## src/rtl/bcd_acc_pkg.sv

```systemverilog
// bcd_acc_pkg: op indices, FSM states and a constant BCD helper shared by the accumulator files
package bcd_acc_pkg;
    localparam int OP_INC1 = 0;
    localparam int OP_INC2 = 1;
    localparam int OP_DBL  = 2;
    localparam int OP_TRI  = 3;
    localparam int OP_DEC  = 4;
    localparam int OP_CLR  = 5;

    typedef enum logic [1:0] {S_IDLE, S_CONVERT, S_DONE} state_t;

    function automatic logic [63:0] to_bcd(input int unsigned value, input int digits);
        logic [63:0] r;
        int unsigned v;
        r = '0;
        v = value;
        for (int i = 0; i < 16; i++) begin
            if (i < digits) begin
                r[4*i +: 4] = 4'(v % 10);
                v = v / 10;
            end
        end
        return r;
    endfunction
endpackage

```

## src/rtl/bin2bcd_seq.sv

```systemverilog
// bin2bcd_seq: serial double-dabble, one add-3/shift step per cycle, done held until the cycle after the last shift
module bin2bcd_seq #(
    parameter int VAL_W      = 15,
    parameter int NUM_DIGITS = 4
) (
    input  logic                    Clk,
    input  logic                    Reset_n,
    input  logic                    start,
    input  logic [VAL_W-1:0]        bin,
    output logic                    busy,
    output logic                    done,
    output logic [4*NUM_DIGITS-1:0] bcd
);
    localparam int CNT_W = $clog2(VAL_W + 1);

    logic [VAL_W-1:0]        sr;
    logic [CNT_W-1:0]        cnt;
    logic [4*NUM_DIGITS-1:0] adj;

    always_comb begin
        adj = bcd;
        for (int i = 0; i < NUM_DIGITS; i++)
            adj[4*i +: 4] = bcd[4*i +: 4] >= 4'd5 ? bcd[4*i +: 4] + 4'd3 : bcd[4*i +: 4];
    end

    assign done = busy && cnt == '0;

    always_ff @(posedge Clk or negedge Reset_n) begin
        if (!Reset_n) begin
            busy <= 1'b0;
            cnt  <= '0;
            sr   <= '0;
            bcd  <= '0;
        end else if (start) begin
            busy <= 1'b1;
            cnt  <= CNT_W'(VAL_W);
            sr   <= bin;
            bcd  <= '0;
        end else if (done) begin
            busy <= 1'b0;
        end else if (busy) begin
            {bcd, sr} <= {adj, sr} << 1;
            cnt       <= cnt - 1'b1;
        end
    end
endmodule

```

## src/rtl/bcd_op_accumulator.sv

```systemverilog
// bcd_op_accumulator: trigger-driven binary accumulator with lockout, overflow/underflow flags
// and a multi-cycle BCD conversion feeding the display digits.
module bcd_op_accumulator
    import bcd_acc_pkg::*;
#(
    parameter int NUM_DIGITS = 4,
    parameter int LOCKOUT    = 1024,
    parameter int INIT_VALUE = 1
) (
    input  logic                    Clk,
    input  logic                    Reset_n,
    input  logic [5:0]              Trigger,
    output logic [4*NUM_DIGITS-1:0] Digits,
    output logic                    Overflow,
    output logic                    Underflow,
    output logic                    Busy,
    output logic                    Valid
);
    localparam int MAX   = 10**NUM_DIGITS - 1;
    localparam int VAL_W = $clog2(3 * 10**NUM_DIGITS);
    localparam int CNT_W = $clog2(LOCKOUT + 1);
    localparam logic [63:0] INIT_BCD = to_bcd(INIT_VALUE, NUM_DIGITS);

    if (LOCKOUT < VAL_W + 2) begin : g_lockout_chk
        $error("LOCKOUT must be at least VAL_W+2");
    end
    if (INIT_VALUE > MAX) begin : g_init_chk
        $error("INIT_VALUE must not exceed MAX");
    end

    logic [VAL_W-1:0]        value, res;
    logic                    armed, accept, op_go, conv_done;
    logic [CNT_W-1:0]        lock_cnt;
    logic [4*NUM_DIGITS-1:0] conv_bcd;
    state_t                  state, next_state;

    assign accept = armed && |Trigger;
    // malformed patterns and non-clear ops while overflowed still consume the lockout
    assign op_go  = accept && $onehot(Trigger) && (!Overflow || Trigger[OP_CLR]);

    always_comb begin
        res = Trigger[OP_INC1] ? value + VAL_W'(1) :
              Trigger[OP_INC2] ? value + VAL_W'(2) :
              Trigger[OP_DBL]  ? value << 1 :
              Trigger[OP_TRI]  ? value * VAL_W'(3) :
              Trigger[OP_DEC]  ? (value == '0 ? '0 : value - VAL_W'(1)) :
                                 VAL_W'(INIT_VALUE);
    end

    always_ff @(posedge Clk or negedge Reset_n) begin
        if (!Reset_n) begin
            armed    <= 1'b1;
            lock_cnt <= '0;
        end else if (accept) begin
            armed    <= 1'b0;
            lock_cnt <= CNT_W'(LOCKOUT - 1);
        end else begin
            if (lock_cnt != '0)
                lock_cnt <= lock_cnt - 1'b1;
            if (lock_cnt == '0 && Trigger == '0)
                armed <= 1'b1;
        end
    end

    always_ff @(posedge Clk or negedge Reset_n) begin
        if (!Reset_n) begin
            value     <= VAL_W'(INIT_VALUE);
            Overflow  <= 1'b0;
            Underflow <= 1'b0;
        end else begin
            Underflow <= op_go && Trigger[OP_DEC] && value == '0;
            if (op_go) begin
                value    <= res;
                Overflow <= !Trigger[OP_CLR] && res > VAL_W'(MAX);
            end
        end
    end

    always_ff @(posedge Clk or negedge Reset_n) begin
        if (!Reset_n)
            state <= S_IDLE;
        else
            state <= next_state;
    end

    always_comb begin
        next_state = (state == S_IDLE && op_go)         ? S_CONVERT :
                     (state == S_CONVERT && conv_done)  ? S_DONE :
                     (state == S_DONE)                  ? S_IDLE : state;
    end

    always_ff @(posedge Clk or negedge Reset_n) begin
        if (!Reset_n)
            Digits <= INIT_BCD[4*NUM_DIGITS-1:0];
        else if (state == S_CONVERT && conv_done)
            Digits <= Overflow ? '1 : conv_bcd;
    end

    assign Valid = state == S_DONE;

    bin2bcd_seq #(.VAL_W(VAL_W), .NUM_DIGITS(NUM_DIGITS)) u_conv (
        .Clk     (Clk),
        .Reset_n (Reset_n),
        .start   (op_go),
        .bin     (res),
        .busy    (Busy),
        .done    (conv_done),
        .bcd     (conv_bcd)
    );
endmodule

```

## config.mk

```make
export PLATFORM = sky130hd
export DESIGN_NAME = bcd_op_accumulator
export DESIGN_NICKNAME = d
export VERILOG_FILES = /design/src/rtl/bcd_acc_pkg.sv /design/src/rtl/bin2bcd_seq.sv /design/src/rtl/bcd_op_accumulator.sv
export SDC_FILE = /design/constraint.sdc
export NUM_CORES = 1
export LEC_CHECK = 0
export BUFFER_PORTS_ARGS = -buffer_cell sky130_fd_sc_hd__buf_2
export CORE_MARGIN = 10
export CORE_UTILIZATION = 38
export DETAILED_ROUTE_END_ITERATION = 12
export PLACE_DENSITY = 0.55
export REMOVE_ABC_BUFFERS = 1
export SLEW_MARGIN = 20
export SYNTH_ARGS = -nofsm -noshare
export SYNTH_HDL_FRONTEND = slang
export SYNTH_SLANG_ARGS = --single-unit
```

## constraint.sdc

```tcl
create_clock -name Clk -period 5.6 [get_ports Clk]
set_input_delay 0.28 -clock Clk [delete_from_list [all_inputs] [get_ports Clk]]
set_output_delay 0.28 -clock Clk [all_outputs]
set_load 0.1 [all_outputs]
```

==> results.yml, run 1 <==
power_and_ir_drop:
  p_per_area_nw_per_um2: 192
  ir_drop_uv: 155
  p_leak_uw: 0.00305
critical_path:
  worstPathMaxFanout: 35
  critical_path.endpoint: "u_conv.sr[3]"
  r2r_cells: 10
  path_buf_inv: 3
  critPathTopFamily: "adder cells"
  r2r_slack_ps: 1960
  critPathLaunch: "Trigger[1]"
  cpMostUsedCell: "fa_1"
  worst_ep_arrival_time_ps: 3870
  slowest_delay_ps: 910
  slowest_stage: "or4_2"
  worstPathCellList: "buf_2 -> fa_1 -> inv_1 -> fa_1 -> inv_1 -> ha_1 -> fa_1 -> nand2b_1 -> or4_2 -> a211oi_1 -> a31oi_1"
  crit_path_end_kind: "flip-flop"
  rr_endpoint: "Overflow"
  path_class: "in2reg"
  cp-start-kind: "input pin"
  cp.depth: 11
  crit_required_ps: 5780
  r2r_start: "value[1]"
place:
  hpwl_mm: 11.8
  place.gp.congestion: 0.886
  io_buffers: 27
timing:
  max_freq_mhz: 272
  worst_pin_slew_ps: 977
  setup_violations: 0
  timing.hold.ws_ps: 204
  slew_headroom_pct: 34.9
  period_share_pct: 65.8
  fin_crit_ps: 3680
  hold_viol_final: 0
  drv_slew: 0
  setup_tns_ps: 0
  skew_ps: 10.9
  rsz0062_at_grt: "no"
die:
  rows: 46
  die_h_microns: 147
  die_area_sq_um: 21500
  start_util_pct: 38.5
  io_pins: 28
  die_x_microns: 147
  core-area_sq_um: 15800
global_routing:
  grt_pass1_vias: 5297
  antenna_found_initial: 0
  grt_start_max_net_pins: 78
  grt_remaining_overflow: 0
  grt_pass1_wl_mm: 27.4
  grtUsageTotal_pct: 15.1
yosys:
  synth_edf_count: 0
  ys_types: 72
  synthArstFlopShare_pct: 100
  synth_top_area_share_pct: 32.8
  yosys.area.top_type: "dfrtp_1"
  yosysWarningCount: 0
  synth_area_sq_um: 6100
  syn_area_per_cell_sq_um: 8.24
  synth_seq_cells: 83
  synth_ff_type: "dfrtp_1"
  syn_inst: 740
  yosys-top-cells-area: "dfrtp_1, ha_1, a21oi_1"
  ys_seq_area_share_pct: 34.1
finish:
  num-fill-cells: 1603
  areaGrowthSynthToFinish_pct: 10.8
  final-seq-area_sq_um: 2080
  nets: 809
  utilization_pct: 42.7
  multi_input_area_sq_um: 3720
  drive_above_1_share_pct: 9.30
  diodes: 0
clocking:
  cts_sinks: 83
  root_buffer: "clkbuf_16"
  cts-htree-levels: 3
  clk_pin_slew_ps: 60
  cts_buffers: 9
  cts_tree: "built"
  clk_latency_ps: 340
  postCtsResizedCells: 0
  clk_path_buf_depth: 2
detailed_routing:
  detail-route-antenna-nets: 0
  routedWlPerCell_microns: 16.8
  drt_first_iter_violations: 380
  drt_wl_total_mm: 16.2
  via_per_inst: 5.59
  drc: 0
  drt-pass1-iter-count: 5
  num_vias: 5414
min_path:
  hp-class: "in2reg"
flow_run:
  maxCapViolCount: 0
run_status:
  run_status: "complete, no violations"
-- repair_timing --
action,in CTS,in global routing
setup buffers,0,0
hold buffers,1,0
endpoints found under the hold margin,6,0
-- final cells by class --
| cell class | count | share of cell area [%] |
|---|---|---|
| repair buffers | 36 | 3.18 |
| clock inverters | 6 | 1.07 |
| well taps | 216 | 4.00 |
| inverters | 43 | 2.39 |
| flip-flops and latches | 83 | 30.8 |
| multi-input cells | 575 | 55.0 |
| clock buffers | 10 | 3.54 |
-- kinds of logic (layout without fill, tap and decap cells) --
logic type	after synthesis	in the layout	synth area share [%]
buffers and inverters	82	95	5.15
XOR/XNOR	33	33	4.74
flip-flops	83	83	34.1
AND/OR/NAND/NOR	258	258	20.3
adder cells (fa/ha/maj)	53	53	11.4
multiplexers	8	8	1.33
AO/OA/AOI/OAI	223	223	23.0
-- sequential cells by signal (all words and copies together), names as in the netlist --
| signal | count |
|---|---|
| Digits | 16 |
| Overflow | 1 |
| Underflow | 1 |
| armed | 1 |
| lock_cnt | 11 |
| state | 2 |
| u_conv.bcd | 16 |
| u_conv.busy | 1 |
| u_conv.cnt | 4 |
| u_conv.sr | 15 |
| value | 15 |
-- cells in the final DEF, fill, tap and decap left out, types with 3 or more instances in the layout --
master	n
o221ai_1	6
and2_1	3
a21o_1	9
dfrtp_1	80
dfstp_2	3
fa_1	4
a221oi_1	6
nand4_1	5
a31oi_1	10
xor2_1	9
nand3_1	21
o21ai_0	37
nand2_1	90
o211ai_1	7
buf_4	8
or4_1	4
buf_2	26
ha_1	49
a21oi_1	81
nor2b_1	5
nor3_1	13
mux2i_1	7
xnor2_1	24
o31ai_1	5
inv_1	41
or3_1	4
a21boi_0	4
a211oi_1	11
and3_1	14
clkinvlp_4	3
o21ai_1	10
clkbuf_16	9
nand2b_1	12
nor2_1	68
nor4_1	4
o211a_1	4
-- worst min path at each step --
stage          startpoint  cells after the start  slack (ps)      endpoint
6_report       Trigger[5]                      2         200      Overflow
5_1_grt        Trigger[5]                      2         210      Overflow
4_1_cts        Trigger[5]                      2         190      Overflow
3_5_place_dp      Reset_n                      1         100   lock_cnt[9]
3_3_place_gp      Reset_n                      1          90  lock_cnt[10]
2_1_floorplan     Reset_n                      0         -20    Digits[10]
-- report_power, final --
group / leakage [uW] / internal [uW] / switching [uW] / total, uW
combinational: 0.00186 / 23.5 / 58.8 / 82.4
sequential: 0.00105 / 600 / 0 / 600
clock: 0.000143 / 362 / 250 / 612
total: 0.00305 / 985 / 309 / 1290
-- cells in the mapped netlist (all sizes together) (2+ instances only) --
master  number
o41ai        2
a31o         3
or4          7
nor4         6
clkbuf      33
a221oi       6
xor2         9
a31oi       10
dfrtp       80
nor2        68
o211ai       7
o311ai       2
nand4        5
mux2i        7
o21ai       48
inv         43
o21bai       2
fa           4
or3          4
and2         3
dfstp        3
a21o         9
a21oi       81
a211oi      12
o31a         2
and3        14
nand2       90
o31ai        5
nor2b        5
o21a         2
buf          6
nand3       21
a211o        2
nand2b      12
o22ai        2
a21boi       6
ha          49
xnor2       24
o211a        4
a311o        2
o221ai       6
nor3        15
-- per-stage QoR --
| stage | power, uW | area [sq um] | cells | worst slack, ps |
|---|---|---|---|---|
| after floorplan | 649 | 5950 | 701 | 1550 |
| after CTS | 1310 | 6760 | 969 | 1820 |
| after global placement | 691 | 6420 | 951 | 1590 |
| after global routing | 1340 | 6760 | 969 | 1690 |
| final | 1290 | 6760 | 969 | 1920 |
| after detailed placement | 692 | 6430 | 952 | 1460 |
-- metal layers --
metal	vias up	part of all wire, %	GRT usage (%)	wire [microns]
li1	2634	-	-	-
met1	2603	46	20.1	7520
met2	155	48	24.7	7760
met3	22	4.4	2.50	722
met4	0	1.5	3.90	236
met5	-	0	0	0
Note: power is estimated with default switching activity, not from simulation.
==> inputs of run 2 (changes only) <==
==> constraint.sdc (replaced) <==
create_clock -name Clk -period 3.85 [get_ports Clk]
set_input_delay 0.1925 -clock Clk [delete_from_list [all_inputs] [get_ports Clk]]
set_output_delay 0.1925 -clock Clk [all_outputs]
set_load 0.1 [all_outputs]
==> run 2 against run 1 <==
  * Die area unchanged
  * Total power is 50% higher
  * Flip-flop and latch count unchanged
  * Global-route usage up 0.38 points
  * Register-to-register slack worse by 1400 ps
  * Critical path depth shrank 1
  * Wire length rose by 2.4%
  * Via count grew 2.1%
  * Critical endpoint is now Overflow
  * Largest cell class unchanged
  * Largest power group unchanged
==> results.yml, run 2 (same netlist as run 1, synthesis figures left out) <==
global_routing:
  grt_pass1_vias: 5383
  antenna_found_initial: 0
  grtUsageTotal_pct: 15.5
  grt_remaining_overflow: 0
  grt_start_max_net_pins: 55
  grt_pass1_wl_mm: 27.8
power_and_ir_drop:
  power_uw: 1940
  ir_drop_uv: 200
  p_per_area_nw_per_um2: 282
  p_leak_uw: 0.00313
detailed_routing:
  drc: 0
  met3WireLength_microns: 927
  detail-route-antenna-nets: 0
  wl_met1_mm: 7.51
  drt_wl_total_mm: 16.6
  num_vias: 5529
  top_layer: "met4"
  via_per_inst: 5.63
  drt-pass1-iter-count: 5
  drt_first_iter_violations: 463
  wl_met2_mm: 7.92
  routedWlPerCell_microns: 16.9
finish:
  reg_top3: "Digits: 16 flops, u_conv.bcd: 16 flops"
  layout_commonest_cell: "nand2_1"
  areaGrowthSynthToFinish_pct: 12.6
  layout.cells.non_filler: 982
  utilization_pct: 43.4
  nets: 822
  layout_common_cells: "nand2_1, a21oi_1, dfrtp_1"
  drive_above_1_share_pct: 10.6
  diodes: 0
clocking:
  root_buffer: "clkbuf_16"
  cts_buffers: 9
  cts_tree: "built"
  clk_latency_ps: 340
  clk_path_buf_depth: 2
  cts-htree-levels: 3
  clk_pin_slew_ps: 60
  cts_sinks: 83
  post_cts_buffers: 0
timing:
  max_freq_mhz: 302
  hold_viol_final: 0
  rsz0062_at_grt: "no"
  drv_slew: 0
  fin_crit_ps: 3310
  skew_ps: 9.61
  timing.final.ws_setup_ps: 542
  setup_violations: 0
  period_share_pct: 85.9
  worst_pin_slew_ps: 703
  slew_headroom_pct: 52.9
place:
  dp_worst_setup_slack_ps: 452
  place.gp.congestion: 0.902
  dp.cells: 965
  hpwl_mm: 12.3
  io_buffers: 27
critical_path:
  worstPathMaxFanout: 9
  crit_path_end_kind: "flip-flop"
  crit_required_ps: 4070
  cp-start-kind: "flip-flop"
  path_class: "reg2reg"
  worst_ep_arrival_time_ps: 3530
die:
  die_h_microns: 147
  start_util_pct: 38.5
  rows: 46
  die_area_sq_um: 21500
  io_pins: 28
  die_x_microns: 147
  core-area_sq_um: 15800
flow_run:
  maxCapViolCount: 0
min_path:
  hp-class: "in2reg"
run_status:
  run_status: "complete, no violations"
[run 2: final timing paths]
check / from / to / slack (ps) / cells after the start
setup / recovery: value[4] / Overflow / 540 / 10
hold / removal: Trigger[5] / Overflow / 190 / 2
setup reg to reg: value[4] / Overflow / 540 / 10
hold reg to reg: Digits[0] / Digits[0] / 500 / 2
max in group asynchronous: Reset_n / value[0] / 2510 / 3
min in group asynchronous: Reset_n / lock_cnt[9] / 430 / 2
[run 2: area by class of cell]
cell class	instances	area [sq um]
clock buffer	11	243
timing repair buffer	49	309
tap	216	270
clock inverter	5	85.1
inverter	43	161
multi-input combinational	575	3720
fill	1584	8960
sequential	83	2080
[run 2: where the power goes]
group / leakage (uW) / internal, uW / switching, uW / total [uW]
Clock: 0.000156 / 589 / 354 / 943
Combinational: 0.00192 / 35.6 / 85.8 / 121
Sequential: 0.00105 / 872 / 0 / 872
[run 2: what timing repair did]
item                      4_1_cts  5_1_grt
resized for setup               0        0
hold buffers                    1        0
hold endpoints to repair       51        0
[run 2: worst max-delay path: stages (launching register included)]
cell and delay [ps]:
dfrtp_1 520, inv_1 220, ha_1 280, nand4_1 220, nor2_1 150, nor3_2 560
a211oi_1 260, o2111a_1 320, a211oi_1 290, a211oi_1 120, o41ai_1 260
[run 2: layer usage]
metal / vias to the layer above / track usage [%]
li1: 2661 / -
met1: 2702 / 19.8
met2: 138 / 25.7
met4: 0 / 4.15
met3: 28 / 3.34
met5: - / 0
[run 2: metrics by stage]
step / setup TNS (ps) / hold slack (ps) / area, sq um
after floorplan: -335 / -103 / 5950
after global placement: 0 / 279 / 6520
after detailed placement: 0 / 280 / 6530
after CTS: 0 / 179 / 6870
after global routing: 0 / 187 / 6870
final: 0 / 193 / 6870
